`src/rtl/mem_port_master.sv`:
```
// Word-wide RAM initiator: one load/store at a time, lane extraction with sign/zero extension,
// sub-word stores as read-modify-write. Optional MISALIGN_FAULT_EN faults misaligned/reserved requests.
module mem_port_master #(
  parameter int ADDR_W = 14,
  parameter int RD_LAT = 1
) (
  input  logic              clock,
  input  logic              reset_n,
  input  logic              req_valid,
  output logic              req_ready,
  input  logic              req_write,
  input  logic [ADDR_W-1:0] req_addr,
  input  logic [1:0]        req_size,
  input  logic              req_signed,
  input  logic [31:0]       req_wdata,
  output logic              resp_valid,
  output logic [31:0]       resp_rdata,
  output logic              resp_fault,
  output logic              ram_ren,
  output logic              ram_wen,
  output logic [ADDR_W-1:0] ram_addr,
  output logic [31:0]       ram_wdata,
  output logic [1:0]        ram_size,
  input  logic [31:0]       ram_rdata
);

  localparam int CNT_W = (RD_LAT < 2) ? 1 : $clog2(RD_LAT);

  typedef enum logic [2:0] {IDLE, RD, RD_WAIT, MERGE, WR, RESP} state_t;

  state_t             state;
  logic [CNT_W-1:0]   lat_cnt;
  logic [1:0]         lane_q;
  logic [1:0]         size_q;
  logic               signed_q;
  logic               write_q;
  logic [31:0]        wdata_q;
  logic [31:0]        data_q;
  logic               is_fault;
  logic [7:0]         lane_b;
  logic [15:0]        lane_h;
  logic [31:0]        load_data;
  logic [31:0]        merged;

`ifdef MISALIGN_FAULT_EN
  always_comb begin
    is_fault = 1'b0;
    case (req_size)
      2'b01:   is_fault = req_addr[0];
      2'b10:   is_fault = |req_addr[1:0];
      2'b11:   is_fault = 1'b1;
      default: is_fault = 1'b0;
    endcase
  end
`else
  assign is_fault = 1'b0;
`endif

  always_comb begin
    lane_b = ram_rdata[{lane_q, 3'b000} +: 8];
    lane_h = ram_rdata[{lane_q[1], 4'b0000} +: 16];
    case (size_q)
      2'b00:   load_data = {{24{signed_q & lane_b[7]}}, lane_b};
      2'b01:   load_data = {{16{signed_q & lane_h[15]}}, lane_h};
      default: load_data = ram_rdata;
    endcase
  end

  always_comb begin
    merged = data_q;
    case (size_q)
      2'b00:   merged[{lane_q, 3'b000} +: 8] = wdata_q[7:0];
      2'b01:   merged[{lane_q[1], 4'b0000} +: 16] = wdata_q[15:0];
      default: merged = wdata_q;
    endcase
  end

  // Reserved size is normalised to word at acceptance so later stages only see 00/01/10.
  always_ff @(posedge clock or negedge reset_n) begin
    if (!reset_n) begin
      state      <= IDLE;
      req_ready  <= 1'b1;
      resp_valid <= 1'b0;
      resp_rdata <= '0;
      resp_fault <= 1'b0;
      ram_ren    <= 1'b0;
      ram_wen    <= 1'b0;
      ram_addr   <= '0;
      ram_wdata  <= '0;
      ram_size   <= 2'b10;
      lat_cnt    <= '0;
      lane_q     <= '0;
      size_q     <= '0;
      signed_q   <= 1'b0;
      write_q    <= 1'b0;
      wdata_q    <= '0;
      data_q     <= '0;
    end else begin
      ram_size <= 2'b10;
      case (state)
        IDLE: begin
          if (req_valid && req_ready) begin
            req_ready <= 1'b0;
            lane_q    <= req_addr[1:0];
            size_q    <= (req_size == 2'b11) ? 2'b10 : req_size;
            signed_q  <= req_signed;
            write_q   <= req_write;
            wdata_q   <= req_wdata;
            ram_addr  <= {req_addr[ADDR_W-1:2], 2'b00};
            if (is_fault) begin
              resp_valid <= 1'b1;
              resp_fault <= 1'b1;
              resp_rdata <= '0;
              state      <= RESP;
            end else if (req_write && req_size[1]) begin
              ram_wen   <= 1'b1;
              ram_wdata <= req_wdata;
              state     <= WR;
            end else begin
              ram_ren <= 1'b1;
              state   <= RD;
            end
          end
        end
        RD: begin
          ram_ren <= 1'b0;
          lat_cnt <= '0;
          state   <= RD_WAIT;
        end
        RD_WAIT: begin
          if (lat_cnt == CNT_W'(RD_LAT - 1)) begin
            if (write_q) begin
              data_q <= ram_rdata;
              state  <= MERGE;
            end else begin
              resp_valid <= 1'b1;
              resp_rdata <= load_data;
              resp_fault <= 1'b0;
              state      <= RESP;
            end
          end else begin
            lat_cnt <= lat_cnt + CNT_W'(1);
          end
        end
        MERGE: begin
          ram_wdata <= merged;
          ram_wen   <= 1'b1;
          state     <= WR;
        end
        WR: begin
          ram_wen    <= 1'b0;
          resp_valid <= 1'b1;
          resp_rdata <= '0;
          resp_fault <= 1'b0;
          state      <= RESP;
        end
        RESP: begin
          resp_valid <= 1'b0;
          req_ready  <= 1'b1;
          state      <= IDLE;
        end
        default: state <= IDLE;
      endcase
    end
  end

endmodule
```
`config.mk`:
```
export PLATFORM = sky130hd
export DESIGN_NAME = mem_port_master
export DESIGN_NICKNAME = d
export VERILOG_FILES = /design/src/rtl/mem_port_master.sv
export SDC_FILE = /design/constraint.sdc
export NUM_CORES = 1
export LEC_CHECK = 0
export ABC_AREA = 1
export BUFFER_PORTS_ARGS = -buffer_cell sky130_fd_sc_hd__buf_2
export CORE_MARGIN = 5
export CORE_UTILIZATION = 30
export DETAILED_ROUTE_END_ITERATION = 10
export PLACE_DENSITY_LB_ADDON = 0.3
export RECOVER_POWER = 100
export REMOVE_ABC_BUFFERS = 1
export SLEW_MARGIN = 10
export SYNTH_ARGS = -nofsm -noshare
export SYNTH_HDL_FRONTEND = slang
export SYNTH_SLANG_ARGS = --single-unit
```
`constraint.sdc`:
```
create_clock -name clock -period 3.3 [get_ports clock]
set_clock_uncertainty 0.1 [all_clocks]
set_input_delay 0.66 -clock clock [delete_from_list [all_inputs] [get_ports clock]]
set_output_delay 0.66 -clock clock [all_outputs]
set_load 0.05 [all_outputs]
```
==> results.cfg, run 1 <==
[global_route]
antenna_found_initial = 3
grt_pass1_vias = 7777
grt_max_degree = 68
grt_overflow_total = 0
grt.total_usage_pct = 17.45
grt_pass1_wl_mm = 43.46

[routing]
vias = 8153
firstDrtPassIters = 5
final_antenna_net_count = 0
viasPerCell = 4.585
drt_iter0_drc = 575
wl_per_cell_um = 15.66
wl_mm = 27.84
drc = 0

[die]
die-area_sq_um = 32000
num_io_pins = 170
start_util_pct = 30.55
die_w_um = 178.9
core_area_sq_um = 28010
rows = 61
die_h_um = 178.9

[power]
pwr-share-seq_pct = 30.5
p_comb_share_pct = 50.5
ir_worst_vdd_mv = 0.4379
power_density_nw_per_um2 = 1055
power_frac_clock_pct = 19.0
p_sw_share_pct = 51.00
intPower_mw = 5.206
p_leak_nw = 5.294
power_switching_mw = 5.418

[synthesis]
syn_inst = 1253
yosysUniqueCellTypes = 32
postSynthAreaPerCell_sq_um = 6.829
synth_area_sq_um = 8557
synth_seq_area_share_pct = 44.76
ys_ff_latch = 153
yosys_warnings = 0

[final_layout]
num-fill-cells = 3119
drive_above_1_share_pct = 10.14
diodes = 0
multiInputGateArea_sq_um = 3899
area_delta_synth_final_pct = 17.74
fin_nets = 1477
stdcell_area_sq_um = 10070
final_core_util_pct = 35.97
final-seq-area_sq_um = 3830

[worst_hold_path]
hp-class = input port to register
hold_start = req_addr[3]

[timing]
hold_viol = 0
layout_worst_path_cycle_share_pct = 78.20
hold_ws_ns = 0.3196
grt_setup_unrepaired = no
tns_ns = 0
fmax_mhz = 387.5
tightest_slew_ns = 1.594
finalMaxSlewViolations = 57
relSlewSlack_pct = -6.235
finalCriticalPeriod_ns = 2.581
finalSetupViolations = 0

[setup_path]
start_kind = register
cp_slowest_stage_delay_ns = 0.45
critPathMaxFanout = 65
arrival_ns = 2.81
crit_required_ns = 3.53
slowest_stage = nand2_2
end_kind = register
worstReg2RegStart = state[1]
criticalPathCategory = register to register
worstPathCellList = inv_1 -> nor2_1 -> nand2_2 -> inv_2 -> o21ai_0 -> buf_12 -> nor2_1 -> nand2_1 -> nand2_1
critPathLaunch = state[1]
path_delay_family = buffers and inverters
critPathBufInv = 3

[flow_run]
cap_violations = 1

[clock_tree]
cts_tree = yes
h-tree-depth = 4
cts_root_buffer = clkbuf_16
post-cts-setup-buffers = 0
clk_latency_ns = 0.43
cts_buffer_depth = 2
hold_buffers = 0
clock_sinks = 153
clk_pin_slew_ns = 0.07
cts_buffers = 17
cts_resized = 0

[placed_design]
placed_area_sq_um = 9651
post-dp-hpwl_mm = 19.72
io_buffers = 164
gp_congestion = 0.8722

[run_status]
status = complete, but fails checks
violations = capacitance limit, slew limit
==> per-layer routing <==
layer	global-route usage (%)	part of all wire (%)
met1	24.63	48
met2	26.84	45
met3	4.028	5.4
met4	4.829	1.7
met5	0	0.12
==> cells in the mapped netlist (all sizes together) <==
cell type  instances  share of area, %
nand2            543                24
nor2             179               8.2
dfrtp            152                44
inv              108               4.7
o21ai             97               5.7
buf               51               3.9
nand3             33               1.9
a21oi             20               1.3
clkbuf            17              0.76
a211oi             9              0.79
nand4              8              0.58
o211ai             8              0.70
o22ai              8              0.58
o21a               7              0.61
ha                 5              0.73
a31oi              3              0.22
conb               2             0.088
clkinv             1             0.058
dfstp              1              0.31
or2                1             0.073
==> registers in the layout (all words and copies together) (netlist names) <==
register,cells
data_q,32
lane_q,2
ram_addr,12
ram_ren,1
ram_wdata,32
ram_wen,1
req_ready,1
resp_rdata,32
resp_valid,1
signed_q,1
size_q,2
state,3
wdata_q,32
write_q,1
==> power groups by stage <==
stage                     Sequential [mW]  Combinational [mW]  Clock, mW
after CTS                            3.24                5.57       2.07
after floorplan                      4.52                2.61          0
final                                3.24                5.37       2.02
after detailed placement             3.25                5.55          0
after global routing                 3.34                5.97       2.13
after global placement               3.23                5.50          0
==> metrics by stage <==
| stage | power [mW] | std cells | worst slack, ns |
|---|---|---|---|
| global placement | 8.730 | 1746 | 0.9595 |
| global route | 11.44 | 1778 | 0.4390 |
| CTS | 10.87 | 1778 | 0.8863 |
| floorplan | 7.129 | 1188 | 0.4717 |
| finish | 10.62 | 1778 | 0.7195 |
| detailed placement | 8.797 | 1746 | 0.8983 |
==> cell type report <==
type,count,share of cell area [%]
clock buffers,21,4.372
clock inverters,11,1.478
inverters,109,4.074
multi-input cells,926,38.70
flip-flops and latches,153,38.02
well taps,378,4.694
repair buffers,180,8.669
==> logic make-up after synthesis <==
logic type               after synthesis  share of synthesized area (%)
AO/OA/AOI/OAI                        152                          9.928
adder cells (fa/ha/maj)                5                         0.7311
buffers and inverters                177                          9.475
flip-flops                           153                          44.76
other                                  2                        0.08776
AND/OR/NAND/NOR                      764                          35.02
==> tightest hold or removal path, delay by kind of cell <==
family	cells	cell delay, ns
AND/OR/NAND/NOR	2	0.09
buffers and inverters	1	0.07
==> cells in the final DEF (no fill, tap or decap), types with 4 or more instances in the layout <==
cell / synthesis / routed
buf_4: 16 / 10
ha_1: 5 / 5
clkbuf_16: 0 / 17
o22ai_1: 8 / 8
o21a_1: 7 / 7
o21ai_0: 92 / 93
clkbuf_1: 16 / 84
conb_1: 2 / 5
o211ai_1: 8 / 8
o21ai_1: 4 / 4
nand2_1: 536 / 537
a211oi_1: 9 / 9
nand3_1: 33 / 33
nand4_1: 8 / 8
nor2_1: 174 / 177
a21oi_1: 19 / 19
inv_1: 104 / 105
dfrtp_1: 152 / 152
buf_2: 25 / 83
==> worst paths after layout <==
path,endpoint,slack [ns],depth (start not counted)
worst max-delay path,ram_wdata[28],0.72,9
worst min-delay path,ram_addr[3],0.32,3
worst max register to register,ram_wdata[28],0.72,9
worst min register to register,ram_addr[11],0.37,2
max in group asynchronous,wdata_q[6],0.92,2
min in group asynchronous,ram_wdata[27],0.53,1
(Power assumes the default switching activity.)
==> run 2: changes to the inputs <==
clock period = 2.23 ns   (was 3.3 ns; I/O delays follow)
==> run 2 against run 1 <==
Against the previous run: the run now ends clean; final cell count up 0.96%; wire length up 1.7%; design area up 2.0%; global-route usage up 0.34 points; hold slack worse by 0.20 ns; via count up 0.60%; first-iteration DRC count down 5.7%.
==> results.cfg, run 2 (synthesized netlist as in run 1, its figures left out) <==
[run_status]
status = complete, no violations

[global_route]
grt_pass1_vias = 7981
grt_overflow_total = 0
grt_pass1_wl_mm = 44.36
grt.total_usage_pct = 17.79
antenna_found_initial = 4
grt_max_degree = 68

[power]
p_comb_share_pct = 50.3
power_switching_mw = 8.139
power_density_nw_per_um2 = 1584
p_sw_share_pct = 49.99
p_leak_nw = 5.402
ir_worst_vdd_mv = 0.6581
pwr-share-seq_pct = 29.7
intPower_mw = 8.141
power_frac_clock_pct = 20.1

[setup_path]
worstPathCellList = clkbuf_1
r2r_end = wdata_q[12]
r2r_slack_ns = 0.26
arrival_ns = 1.45
start_kind = register
path_delay_family = flip-flops
cp_slowest_stage_delay_ns = 0.54
reg2reg_depth = 7
crit_required_ns = 1.68
critPathMaxFanout = 3
critPathBufInv = 1
worstReg2RegStart = state[0]
slowest_stage = dfstp_2
criticalPathCategory = register to output pin
end_kind = output pin

[placed_design]
placed_area_sq_um = 9776
post-dp-hpwl_mm = 20.00
gp_congestion = 0.8568
io_buffers = 164

[timing]
tns_ns = 0
grt_setup_unrepaired = no
tightest_slew_ns = 1.118
fmax_mhz = 502.0
relSlewSlack_pct = 25.17
finalSetupViolations = 0
finalMaxSlewViolations = 0
finalCriticalPeriod_ns = 1.992
hold_viol = 0
layout_worst_path_cycle_share_pct = 89.33

[final_layout]
final_cell_mix = nand2_1 (537), nor2_1 (177), dfrtp_1 (152), inv_1 (104), o21ai_0 (92)
area_delta_synth_final_pct = 20.13
fin_nets = 1493
num-fill-cells = 3058
drive_above_1_share_pct = 11.30
layout_commonest_cell = nand2_1
stdcell_area_sq_um = 10280

[clock_tree]
cts_buffers = 17
clk_pin_slew_ns = 0.07
clk_latency_ns = 0.43
cts_root_buffer = clkbuf_16
clock_sinks = 153
h-tree-depth = 4
cts_tree = yes
cts_buffer_depth = 2

[worst_hold_path]
holdPathEnd = ram_addr[9]
hp-class = input port to register
hold_start = req_addr[9]
whs_path_depth = 3

[die]
die_w_um = 178.9
die_h_um = 178.9
die-area_sq_um = 32000
start_util_pct = 30.55
rows = 61
num_io_pins = 170
core_area_sq_um = 28010

[routing]
vias = 8202
viasPerCell = 4.569
drt_iter0_drc = 542
wl_mm = 28.30
wl_per_cell_um = 15.77
final_antenna_net_count = 0
firstDrtPassIters = 7
drc = 0

[flow_run]
cap_violations = 0
==> run 2: metal layers <==
layer  GRT usage, %  routed length [um]  vias up
met4          5.341                 534        6
met1          25.47               13700     3791
met5              0                  28        -
met3          3.416                1455       38
li1               -                   -     4143
met2          27.25               12580      224
==> run 2: metrics by stage <==
stage / total power [mW] / setup WS [ns] / instances / utilization, % / hold WS, ns
after global placement: 13.17 / 0.4209 / 1761 / 34.90 / 0.2705
final: 16.28 / 0.2379 / 1795 / 36.70 / 0.1189
after global routing: 17.53 / 0.08574 / 1795 / 36.70 / 0.1094
after floorplan: 10.55 / -0.5983 / 1188 / - / 0.05041
after CTS: 16.60 / 0.3810 / 1794 / 37.27 / 0.09834
after detailed placement: 13.25 / 0.3922 / 1761 / 34.90 / 0.2740
==> run 2: worst max-delay path by stage <==
stage | from | end | slack [ns] | depth (start not counted)
after global routing | state[0] | wdata_q[3] | 0.09 | 8
after detailed placement | lane_q[0] | ram_wdata[8] | 0.39 | 10
final | req_ready | req_ready | 0.24 | 1
after floorplan | state[1] | ram_wdata[0] | -0.60 | 8
after global placement | state[2] | ram_wdata[7] | 0.42 | 8
after CTS | state[2] | ram_wdata[27] | 0.38 | 8
==> run 2: final cells by class <==
cell class                      instances  area [sq um]  share of cell area [%]
Multi-Input combinational cell        926          3910                   38.04
Tap cell                              378         473.0                   4.601
Clock buffer                           22         464.2                   4.516
Clock inverter                         10         190.2                   1.850
Sequential cell                       153          3830                   37.26
Antenna cell                            1         2.502                 0.02434
Timing Repair Buffer                  196         999.7                   9.725
Inverter                              109         410.4                   3.992
==> run 2: power groups by stage <==
stage	Clock [mW]	Sequential [mW]	Combinational, mW
floorplan	0	6.69	3.86
global placement	0	4.85	8.33
detailed placement	0	4.85	8.41
CTS	3.34	4.82	8.44
global route	3.46	4.97	9.10
finish	3.27	4.83	8.18
==> run 2: timing repair <==
item / 4_1_cts / 5_1_grt
resized for setup: 0 / 0
hold buffers: 1 / 0
buffers inserted: 0 / 0
hold endpoints to repair: 28 / 0
